$ cat src/rtl/matrix_pkg.sv
// Shared definitions for the matrix loader slice.
// Holds the element/matrix geometry, the loader FSM state type and a helper that
// maps a requested matrix order onto the supported range 2..5.
package matrix_pkg;

  localparam int unsigned ELEM_W = 8;
  localparam int unsigned N_MAX  = 5;
  localparam int unsigned MAT_W  = N_MAX * N_MAX * ELEM_W;

  typedef enum logic [1:0] {
    IDLE,
    LOAD,
    SETTLE,
    DONE
  } loader_state_t;

  // Orders outside 2..5 fall back to the full 5x5 matrix.
  function automatic logic [2:0] clamp_size(input logic [2:0] s);
    return ((s < 3'd2) || (s > 3'd5)) ? 3'd5 : s;
  endfunction

endpackage

$ cat src/rtl/loader_idx_cnt.sv
// Row/column element counter for the matrix loader.
// Ports:
//   clk, rst  : clock, asynchronous active-high reset
//   clr       : synchronous clear to element (0,0)
//   inc       : advance to the next element (ignored once the last one is reached)
//   n         : matrix order, 2..5
//   row, col  : position of the next element to be written
//   slot      : 5-bit linear slot 5*row+col inside the 5x5 matrix
//   last      : next element is the final one (row = col = n-1)
module loader_idx_cnt (
  input  logic       clk,
  input  logic       rst,
  input  logic       clr,
  input  logic       inc,
  input  logic [2:0] n,
  output logic [2:0] row,
  output logic [2:0] col,
  output logic [4:0] slot,
  output logic       last
);

  logic col_wrap;

  assign col_wrap = (col == n - 3'd1);
  assign last     = col_wrap && (row == n - 3'd1);
  assign slot     = 5'(row) * 5'd5 + 5'(col);

  // Holding on the last element keeps the count inside 0..n*n-1.
  always_ff @(posedge clk or posedge rst) begin
    if (rst) begin
      row <= '0;
      col <= '0;
    end else if (clr) begin
      row <= '0;
      col <= '0;
    end else if (inc && !last) begin
      if (col_wrap) begin
        col <= '0;
        row <= row + 3'd1;
      end else begin
        col <= col + 3'd1;
      end
    end
  end

endmodule

$ cat src/rtl/matrix_loader.sv
// Matrix loader: streams signed elements in row-major order into a 5x5 matrix for
// an external det5 block, then registers det5's result one cycle after the matrix
// is complete.
// Optional feature macro: MATRIX_LOADER_SIZE_EN adds the size port so smaller
// n x n matrices can be loaded; the unused part is filled with an identity block.
// Ports:
//   clk, rst   : clock, asynchronous active-high reset
//   start      : begin a new load (honoured in IDLE/DONE only)
//   size       : matrix order 2..5 (MATRIX_LOADER_SIZE_EN only)
//   in_valid   : in_data holds an element
//   in_data    : signed element
//   in_ready   : element accepted when in_valid && in_ready
//   matrix     : assembled matrix, element (0,0) in the MSBs
//   mat_valid  : matrix complete and stable
//   det_in     : det5 result
//   ovf_in     : det5 overflow flag
//   det, ovf   : registered det5 result/overflow
//   done       : det and ovf are valid
module matrix_loader #(
  parameter int unsigned ELEM_W = 8
) (
  input  logic                     clk,
  input  logic                     rst,
  input  logic                     start,
`ifdef MATRIX_LOADER_SIZE_EN
  input  logic [2:0]               size,
`endif
  input  logic                     in_valid,
  input  logic [ELEM_W-1:0]        in_data,
  output logic                     in_ready,
  output logic [25*ELEM_W-1:0]     matrix,
  output logic                     mat_valid,
  input  logic [ELEM_W-1:0]        det_in,
  input  logic                     ovf_in,
  output logic [ELEM_W-1:0]        det,
  output logic                     ovf,
  output logic                     done
);

  import matrix_pkg::*;

  localparam int unsigned MAT_BITS = N_MAX * N_MAX * ELEM_W;

  loader_state_t         state;
  logic [2:0]            ord;
  logic [2:0]            row;
  logic [2:0]            col;
  logic [4:0]            slot;
  logic                  last;
  logic                  begin_load;
  logic                  accept;
  logic [MAT_BITS-1:0]   init_mat;

  assign begin_load = start && ((state == IDLE) || (state == DONE));
  assign accept     = in_valid && in_ready;

`ifdef MATRIX_LOADER_SIZE_EN
  logic [2:0] new_ord;

  assign new_ord = clamp_size(size);

  always_ff @(posedge clk or posedge rst) begin
    if (rst) begin
      ord <= 3'd5;
    end else if (begin_load) begin
      ord <= new_ord;
    end
  end

  // Diagonal slots beyond the loaded n x n block are 1 so det5 sees the
  // determinant of the small block unchanged.
  always_comb begin
    init_mat = '0;
    for (int i = 0; i < int'(N_MAX); i++) begin
      if (i >= int'(new_ord)) begin
        init_mat[MAT_BITS-1-ELEM_W*(6*i) -: ELEM_W] = ELEM_W'(1);
      end
    end
  end
`else
  assign ord      = 3'd5;
  assign init_mat = '0;
`endif

  loader_idx_cnt u_idx_cnt (
    .clk  (clk),
    .rst  (rst),
    .clr  (begin_load),
    .inc  (accept),
    .n    (ord),
    .row  (row),
    .col  (col),
    .slot (slot),
    .last (last)
  );

  always_ff @(posedge clk or posedge rst) begin
    if (rst) begin
      state     <= IDLE;
      matrix    <= '0;
      det       <= '0;
      ovf       <= 1'b0;
      done      <= 1'b0;
      mat_valid <= 1'b0;
      in_ready  <= 1'b0;
    end else begin
      unique case (state)
        IDLE, DONE: begin
          if (start) begin
            matrix    <= init_mat;
            state     <= LOAD;
            in_ready  <= 1'b1;
            done      <= 1'b0;
            mat_valid <= 1'b0;
          end
        end
        LOAD: begin
          if (in_valid) begin
            matrix[MAT_BITS-1-ELEM_W*int'(slot) -: ELEM_W] <= in_data;
            if (last) begin
              state     <= SETTLE;
              in_ready  <= 1'b0;
              mat_valid <= 1'b1;
            end
          end
        end
        SETTLE: begin
          // det5 has had a full cycle on the stable matrix.
          det   <= det_in;
          ovf   <= ovf_in;
          done  <= 1'b1;
          state <= DONE;
        end
        default: state <= IDLE;
      endcase
    end
  end

  // row/col are consumed through slot and last.
  logic unused_rc;
  assign unused_rc = ^{row, col};

endmodule

$ cat config.mk
export PLATFORM = sky130hd
export DESIGN_NAME = matrix_loader
export DESIGN_NICKNAME = d
export VERILOG_FILES = /design/src/rtl/matrix_pkg.sv /design/src/rtl/loader_idx_cnt.sv /design/src/rtl/matrix_loader.sv
export SDC_FILE = /design/constraint.sdc
export NUM_CORES = 1
export LEC_CHECK = 0
export CAP_MARGIN = 20
export CORE_MARGIN = 2
export CORE_UTILIZATION = 44
export CTS_CLUSTER_SIZE = 25
export DETAILED_ROUTE_END_ITERATION = 6
export HOLD_SLACK_MARGIN = 0.02
export MAX_ROUTING_LAYER = met4
export PLACE_DENSITY_LB_ADDON = 0.3
export SLEW_MARGIN = 25
export SYNTH_ARGS = -nofsm -noshare
export SYNTH_HDL_FRONTEND = slang
export SYNTH_SLANG_ARGS = --single-unit
$ cat constraint.sdc
create_clock -name clk -period 8.5 [get_ports clk]
set_input_delay 2.125 -clock clk [delete_from_list [all_inputs] [get_ports clk]]
set_output_delay 2.125 -clock clk [all_outputs]
set_load 0.1 [all_outputs]
* Word-level counts from Yosys, hierarchy flattened
Cells that the tools add are included.
** Word-level totals
- Flip-flop bits (word level) :: 220
- Latch bits :: 0
- Bits in writable memories :: 0
- Bits in read-only memories :: 0
- Input port bits :: 21
- Output and inout bits :: 212
- Logic and storage cells :: 65
- Memories :: 0
** Cells by class
- $add $sub $neg :: 5
- Multiply operators :: 1
- Divide/modulo/power cells :: 0
- $lt $le $gt $ge :: 0
- Eq/ne operators :: 8
- Shift-type cells :: 2
- Multiplexer cells :: 23
- Bitwise gates (word level) :: 0
- Reduce and logical (&&, ||, !) cells :: 17
** Operators by type and width (count)
- $mux 200 :: 2
- $pmux 200 s2 :: 1
- $shift 8x34->207 const A :: 1
- $shiftx 8x34->207 :: 1
- $bwmux 200 :: 1
- $neg 32->34 :: 1
- $mux 3 :: 6
- $sub 8x8->9 const A :: 1
- $reduce_bool 2->1 :: 4
- $add 3x1->3 const B :: 2
- $eq 3x3->1 const B :: 2
- $mux 1 :: 6
- $mux 2 :: 3
- $pmux 1 s2 :: 3
- $pmux 2 s3 :: 1
- $reduce_and 3->1 :: 2
- $add 5x3->5 :: 1
- $mul 3x3->5 const B :: 1
- $eq 2x2->1 const B :: 2
- $logic_and 1x1->1 :: 4
- $ne 2x2->1 const B :: 2
- $reduce_and 2->1 :: 2
- $reduce_and 4->1 :: 1
- $eq 2x1->1 const B :: 1
- 5 further kinds :: 5

* Depth between registers and ports, before layout
Gate-level depths: netlist of the first run.
- Depth after elaboration :: 8
- Mapped depth :: 12
- Mapped depth without buffers :: 10

* Modules after synthesis
A second synthesis of the first run with hierarchy kept.
** Unflattened totals
- Cells, all modules :: 877
- Area total of the unflattened synthesis :: 9751.9 um2
** Modules (own cells, without submodules)
- matrix_loader :: instances 1, cells an instance 808, area each 9093.7 um2, sequential area each 5355.1 um2
- loader_idx_cnt :: instances 1, cells an instance 69, area each 658.1 um2, sequential area each 150.1 um2

* Least setup slack after synthesis of the first run
OpenSTA, ideal clock, no wires.
- Kind :: input to register
- From :: input start
- To :: register matrix[136]
- Library setup time :: 0.081 ns
- Data arrival time :: 3.547 ns
- Required time :: 8.419 ns
- Slack :: 4.872 ns
- Stages on the path :: 8
- Path buffers :: 4
- Cell sequence :: and2_1 -> clkbuf_1 -> nand2b_1 -> clkbuf_1 -> clkbuf_1 -> clkbuf_1 -> nand2_1 -> mux2i_1
** On the way
- Word-level cells in the longest chain between the ends :: 2
** RTL lines
- start, declared :: line matrix_loader.sv:24 : input logic start,
- $ne 2x2->1 (no source line)
- $reduce_and 3->1 (no source line)
- end signal, assigned :: line matrix_loader.sv:110 : matrix <= init_mat;
- end signal, assigned by index :: line matrix_loader.sv:119 : matrix[MAT_BITS-1-ELEM_W*int'(slot) -: ELEM_W] <= in_data;
- end, declared :: line matrix_loader.sv:31 : output logic [25*ELEM_W-1:0] matrix,
No other way between the ends.
A chain may end at the register's enable or synchronous reset.

* Worst setup path in the final report of the first run
- From :: input in_valid
- To :: register matrix[81]
** On the way
- Word-level cells in the longest chain between the ends :: 2
** RTL lines
- start, declared :: line matrix_loader.sv:28 : input logic in_valid,
- $ne 2x2->1 (no source line)
- $reduce_and 3->1 (no source line)
No other way between the ends.

==> flow_summary_export.csv, run 1 <==
group,metric,value,unit
sta,slew_viol_final,0,
cts,clk_pin_slew,0.06,ns
route,drc,0,
synthesis,synth_ff_type,"dfrtp_1",
cts,ctsHoldBuffers,0,
sta,fmax,223,MHz
sta,holdWs,0.483,ns
critical_path,worstSetupPathType,"in -> reg",
sta,fin_skew,0.0266,ns
synthesis,ys_ff_latch,220,
route,wl,26300,um
pwr,powerDensity,341,mW/mm^2
route,ant_nets,0,
floorplan,core,0.0203,sq mm
critical_path,slowest_stage,"nor2_1",
floorplan,row_count,52,
critical_path,required,8.91,ns
grt,grt-ovfl-total,0,
final_layout,mostFrequentLayoutCells,"clkdlybuf4s50_1 (232), dfrtp_1 (220), nand2_1 (154), mux2i_1 (59), a22o_1 (49)",
final_layout,final_core_util,0.618,
hold_path,holdPathEnd,"matrix[24]$_DFFE_PP0P_",
cts,htreeDepth,1,
placement,pre_cts_ws,3.62,ns
final_layout,nFillCells,1643,
route,vias,7247,
run_status,status,"complete, no violations",
final_layout,multiInputGateArea,0.00346,sq mm
sta,hold_viol,0,
route,vias_per_cell,5.58,
flow_run,cap_viol_max_count,0,
placement,io_buffers,232,
pwr,ir_drop,0.000270,V
route,dr.pass1.iters,7,
cts,post_cts_resized,0,
critical_path,r2r_start,"u_idx_cnt.row[0]$_DFFE_PP0P_",
cts,root_buffer,"clkbuf_16",
cts,cts_buffer_depth,3,
final_layout,n_antenna_cell,0,
grt,grt.total_usage,0.245,
critical_path,crit_path_cell_trace,"clkdlybuf4s50_1 -> mux2_2 -> nand2_1 -> nor2_1 -> a41oi_1 -> a22o_1",
synthesis,netlist_instances,786,
sta,setup_ws,4.01,ns
hold_path,min_path_cells,2,
floorplan,die_width,148,um
cts,numCtsBuffers,24,
sta,setup_tns,0,ns
grt,antenna_found_initial,0,
floorplan,io_pins,233,
cts,cts.sinks,220,
final_layout,nNetsFinal,1051,
cts,clk_latency,0.52,ns
critical_path,r2r-end,"matrix[81]$_DFFE_PP0P_",
synthesis,syn_area_per_cell,11.6,sq um
pwr,p_leak,5.36,nW
synthesis,synth_nets,824,
cts,postCtsSetupBuffers,0,
sta,period_minus_slack,4.49,ns
grt,grt_pass1_wl,41100,um
critical_path,cp_data_arrival_time,4.90,ns
cts,cts_tree,"done",
synthesis,ys_types,51,
route,wire_per_inst,20.3,um
floorplan,die_h,148,um
pwr,power,4.27,mW
sta,finalCritPeriodShare,0.528,
critical_path,critPathMaxFanout,11,
hold_path,holdCritStartpoint,"matrix[24]$_DFFE_PP0P_",
critical_path,start_kind,"input pin",
floorplan,start_util,0.451,
critical_path,reg2reg_slack,4.66,ns
critical_path,critPathMaxStageDelay,0.76,ns
sta,worstMarginPinSlew,1.07,ns
grt,grt_pass1_vias,7115,
critical_path,worstSetupEndpointType,"flop",
final_layout,synthToLayoutAreaGrowth,37.1,%
critical_path,reg2reg_depth,9,
synthesis,async_flop_share,1.00,
placement,place_congestion,0.871,
final_layout,final_common_cell,"clkdlybuf4s50_1",
final_layout,seq_area,0.00551,sq mm
synthesis,yosysWarnings,0,
hold_path,hold_path.class,"reg -> reg",
floorplan,dieArea,0.0220,sq mm
sta,setup_viol,0,
final_layout,drive_above_1_share,0.0777,
sta,rsz0062_at_grt,"no",
synthesis,netlist_area,0.00915,sq mm
synthesis,ys_seq_area_frac,0.602,
synthesis,synth-edff-count,0,
route,drtIter0Drc,661,
placement,dp_hpwl,18000,um
grt,grt_max_degree,151,
sta,relSlewSlack,0.286,
-- where the power goes --
group          internal [mW]  switching (mW)  total (mW)  leakage [nW]
Combinational          0.422            1.54        1.96          1.93
Sequential              1.17          0.0775        1.25          3.04
Clock                  0.637           0.421        1.06         0.393
-- layer usage --
metal	vias up	track usage	part of all wire
li1	3254	-	-
met1	3641	0.348	0.43
met2	323	0.375	0.48
met3	29	0.0399	0.076
met4	0	0.0533	0.013
met5	-	-	0
-- critical path, delay by kind of cell --
| family | cells | cell delay, ns |
|---|---|---|
| buf+inv | 1 | 0.58 |
| mux | 1 | 0.20 |
| compound gates | 2 | 0.85 |
| simple gates | 2 | 1.13 |
-- stage by stage --
stage	cells	area, sq um
after detailed placement	1257	11700
after CTS	1299	12500
after global placement	1255	11700
after global routing	1299	12500
final	1299	12500
after floorplan	786	9150
-- kinds of logic after synthesis --
family                     Yosys count  synth area share
AOI/OAI and AO/OA                  179             0.143
buffers and inverters               49            0.0213
and+or+nand+nor                    244             0.123
muxes                               69            0.0769
xor gates and xnor gates             8           0.00971
DFF                                220             0.602
adders and majority gates           17            0.0241
-- worst max-delay path by stage --
stage                                        end  depth (start not counted)     start  slack (ns)
after floorplan               det[0]$_DFFE_PP0P_                          1       rst        0.35
after global placement    matrix[82]$_DFFE_PP0P_                          6     start        3.73
after detailed placement  matrix[81]$_DFFE_PP0P_                          6     start        3.62
after CTS                 matrix[81]$_DFFE_PP0P_                          6     start        4.12
after global routing      matrix[86]$_DFFE_PP0P_                          6  in_valid        3.89
final                     matrix[81]$_DFFE_PP0P_                          6  in_valid        4.01
-- sequential cells by signal, indices dropped and copies added (netlist names) --
register / count
u_idx_cnt.col: 3
matrix: 200
state: 2
in_ready: 1
det: 8
u_idx_cnt.row: 3
done: 1
mat_valid: 1
ovf: 1
-- cells in the mapped netlist (2+ instances only) --
| cell | count | area share |
|---|---|---|
| nand4_1 | 4 | 0.0027 |
| mux2i_1 | 59 | 0.065 |
| a31oi_1 | 5 | 0.0034 |
| inv_1 | 15 | 0.0062 |
| nor3_4 | 5 | 0.0089 |
| o2bb2ai_1 | 16 | 0.015 |
| and3_1 | 4 | 0.0027 |
| nor2b_1 | 5 | 0.0034 |
| a21oi_1 | 12 | 0.0066 |
| buf_1 | 4 | 0.0016 |
| a2bb2o_2 | 7 | 0.0086 |
| buf_2 | 3 | 0.0016 |
| a22o_1 | 49 | 0.047 |
| o21a_1 | 2 | 0.0016 |
| mux2_2 | 10 | 0.012 |
| dfrtp_1 | 220 | 0.60 |
| clkbuf_1 | 26 | 0.011 |
| o22ai_1 | 40 | 0.027 |
| o21ai_0 | 36 | 0.020 |
| and2_1 | 3 | 0.0021 |
| nand2b_1 | 2 | 0.0014 |
| nand2_1 | 154 | 0.063 |
| nor2_1 | 29 | 0.012 |
| a21o_1 | 3 | 0.0025 |
| xor2_1 | 4 | 0.0038 |
| xnor2_1 | 3 | 0.0029 |
| ha_1 | 16 | 0.022 |
| nor2_2 | 2 | 0.0014 |
| nand3_1 | 22 | 0.012 |
| nor3_1 | 4 | 0.0022 |
| and4_1 | 2 | 0.0019 |
-- layout make-up --
type / instances / area share
multi-input combinational: 517 / 0.276
sequential: 220 / 0.439
timing repair buffer: 235 / 0.188
clock buffer: 29 / 0.0518
clock inverter: 13 / 0.0130
tap: 270 / 0.0269
inverter: 15 / 0.00549
Note: power is estimated with default switching activity, not from simulation.
==> run 2: changes to the inputs <==
==> constraint.sdc (replaced) <==
create_clock -name clk -period 3.7 [get_ports clk]
set_input_delay 0.925 -clock clk [delete_from_list [all_inputs] [get_ports clk]]
set_output_delay 0.925 -clock clk [all_outputs]
set_load 0.1 [all_outputs]
==> run 2 against run 1 <==
Compared with the run above: sequential power increased by 130%; hold slack improved by 0.0047 ns; register-to-register slack worse by 4.5 ns; non-clock buffer count increased by 27; count of clock-buffer cells in the layout up 3; final cell count up 2.0%; via count shrank 0.41%; total power rose by 130%; critical path type is now reg -> reg.
==> flow_summary_export.csv, run 2 (synthesized netlist as in run 1, its figures left out) <==
group,metric,value,unit
cts,clk_pin_slew,0.06,ns
pwr,switching_share,0.478,
pwr,pwr-share-comb,0.473,
flow_run,cap_viol_max_count,0,
sta,finalCritPeriodShare,0.948,
sta,setup_viol,0,
sta,setup_tns,0,ns
critical_path,crit_path_cell_trace,"ha_1 -> ha_1 -> inv_1 -> fa_1 -> xnor2_1 -> nor3_1 -> or4b_1 -> nor2_2 -> o22ai_1",
final_layout,synthToLayoutAreaGrowth,37.7,%
critical_path,cp_data_arrival_time,3.87,ns
floorplan,die_h,148,um
floorplan,core,0.0203,sq mm
route,wire_per_inst,19.8,um
sta,fmax,285,MHz
grt,antenna_found_initial,0,
pwr,p_leak,5.57,nW
floorplan,row_count,52,
pwr,ir_drop,0.000705,V
sta,worstMarginPinSlew,1.01,ns
placement,dp_hpwl,18400,um
final_layout,nNetsFinal,1077,
sta,fin_skew,0.0174,ns
critical_path,required,4.07,ns
cts,cts_buffer_depth,3,
floorplan,die_width,148,um
pwr,powerDensity,783,mW/mm^2
cts,htreeDepth,1,
sta,slew_viol_final,0,
cts,cts.sinks,220,
final_layout,mostFrequentLayoutCells,"dfrtp_1 (220), clkdlybuf4s50_1 (185), nand2_1 (154), buf_4 (73), mux2i_1 (59)",
critical_path,slowest_stage,"fa_1",
critical_path,crit_cells,9,
sta,rsz0062_at_grt,"yes",
hold_path,hold_path.class,"reg -> reg",
placement,dp_cells,1283,
route,dr.pass1.iters,4,
final_layout,n_antenna_cell,0,
pwr,pwr-share-clk,0.235,
critical_path,critPathMaxFanout,8,
final_layout,final_common_cell,"dfrtp_1",
pwr,intPower,5.15,mW
critical_path,critPathMaxStageDelay,0.58,ns
cts,root_buffer,"clkbuf_16",
final_layout,reg_top3,"matrix (200), det (8)",
critical_path,path_delay_family,"simple AND/OR/NAND/NOR gates",
run_status,status,"complete, no violations",
critical_path,worstSetupEndpointType,"flop",
final_layout,drive_above_1_share,0.145,
grt,grt_pass1_wl,41900,um
cts,postCtsSetupBuffers,0,
grt,grt_max_degree,101,
cts,clk_latency,0.50,ns
sta,period_minus_slack,3.51,ns
critical_path,critPathBufInv,1,
sta,hold_viol,0,
placement,io_buffers,232,
cts,cts_tree,"done",
route,drtIter0Drc,426,
critical_path,reg2reg_depth,9,
route,vias,7217,
grt,grt.total_usage,0.249,
grt,grt-ovfl-total,0,
sta,relSlewSlack,0.324,
critical_path,worstSetupPathType,"reg -> reg",
final_layout,nFillCells,1662,
critical_path,r2r-end,"matrix[35]$_DFFE_PP0P_",
critical_path,r2r_start,"u_idx_cnt.row[0]$_DFFE_PP0P_",
floorplan,io_pins,233,
floorplan,start_util,0.451,
pwr,p_sw,4.72,mW
pwr,sequentialPowerShare,0.292,
grt,grt_pass1_vias,7394,
final_layout,top_register,"matrix",
final_layout,fin_cells,1325,
route,vias_per_cell,5.45,
critical_path,reg2reg_slack,0.19,ns
placement,place_congestion,0.914,
cts,numCtsBuffers,23,
route,drc,0,
critical_path,cp_common_cell,"ha_1",
critical_path,critical_path.startpoint,"u_idx_cnt.row[0]$_DFFE_PP0P_",
cts,ctsHoldBuffers,0,
route,ant_nets,0,
critical_path,start_kind,"flop",
route,wl,26300,um
critical_path,crit_end,"matrix[35]$_DFFE_PP0P_",
floorplan,dieArea,0.0220,sq mm
final_layout,largest_register_ffs,200,
-- run 2: timing repair --
item                                    in CTS  in global routing
hold endpoints to repair                     0                  0
endpoints found under the setup margin       0                 10
gates resized for setup                      0                  2
-- run 2: power groups by stage --
| stage | clock network [mW] | registers [mW] | logic, mW |
|---|---|---|---|
| detailed placement | 0 | 2.92 | 4.65 |
| global route | 2.46 | 2.92 | 4.90 |
| floorplan | 0 | 4.86 | 1.43 |
| global placement | 0 | 2.91 | 4.61 |
| finish | 2.32 | 2.88 | 4.67 |
| CTS | 2.35 | 2.88 | 4.66 |
-- run 2: area by class of cell --
type | instances | area [sq um] | share of cell area
clock buffers | 32 | 659 | 0.0523
clock inverters | 9 | 103 | 0.00814
inverters | 15 | 60.1 | 0.00477
multi-input cells | 517 | 3470 | 0.275
flip-flops and latches | 220 | 5510 | 0.437
well taps | 270 | 338 | 0.0268
repair buffers | 262 | 2470 | 0.196
-- run 2: metrics by stage --
stage          total power, mW  utilization  hold slack, ns  setup slack, ns  instance area, sq um
2_1_floorplan             6.29            -           0.492          -0.0931                  9150
3_3_place_gp              7.52        0.582           0.465            0.284                 11800
3_5_place_dp              7.57        0.582           0.474            0.192                 11800
4_1_cts                   9.89        0.620           0.487            0.169                 12600
5_1_grt                   10.3        0.621           0.514        -0.000760                 12600
6_report                  9.87        0.621           0.487            0.192                 12600
-- run 2: how the worst min path moves through the flow --
stage                                   to                    from  cells past startpoint
floorplan             state[1]$_DFFE_PP0P_    state[1]$_DFFE_PP0P_                      1
global placement    matrix[62]$_DFFE_PP0P_  matrix[62]$_DFFE_PP0P_                      2
detailed placement  matrix[21]$_DFFE_PP0P_  matrix[21]$_DFFE_PP0P_                      2
CTS                 matrix[21]$_DFFE_PP0P_  matrix[21]$_DFFE_PP0P_                      2
global route        matrix[47]$_DFFE_PP0P_  matrix[47]$_DFFE_PP0P_                      1
finish              matrix[21]$_DFFE_PP0P_  matrix[21]$_DFFE_PP0P_                      2
-- run 2: worst reg2reg max path: cells and delay by family (launching register included) --
family	cells	cell delay, ns
DFF	1	0.44
buffers and inverters	1	0.05
adders and majority gates	3	1.20
and+or+nand+nor	3	1.34
xor gates and xnor gates	1	0.18
AOI/OAI and AO/OA	1	0.15
-- run 2: metal layers --
| metal | wire, um | vias to the layer above | GRT usage |
|---|---|---|---|
| met5 | 0 | - | - |
| met4 | 377 | 0 | 0.0510 |
| met3 | 1880 | 31 | 0.0518 |
| met2 | 12500 | 258 | 0.383 |
| met1 | 11500 | 3607 | 0.346 |
| li1 | - | 3321 | - |
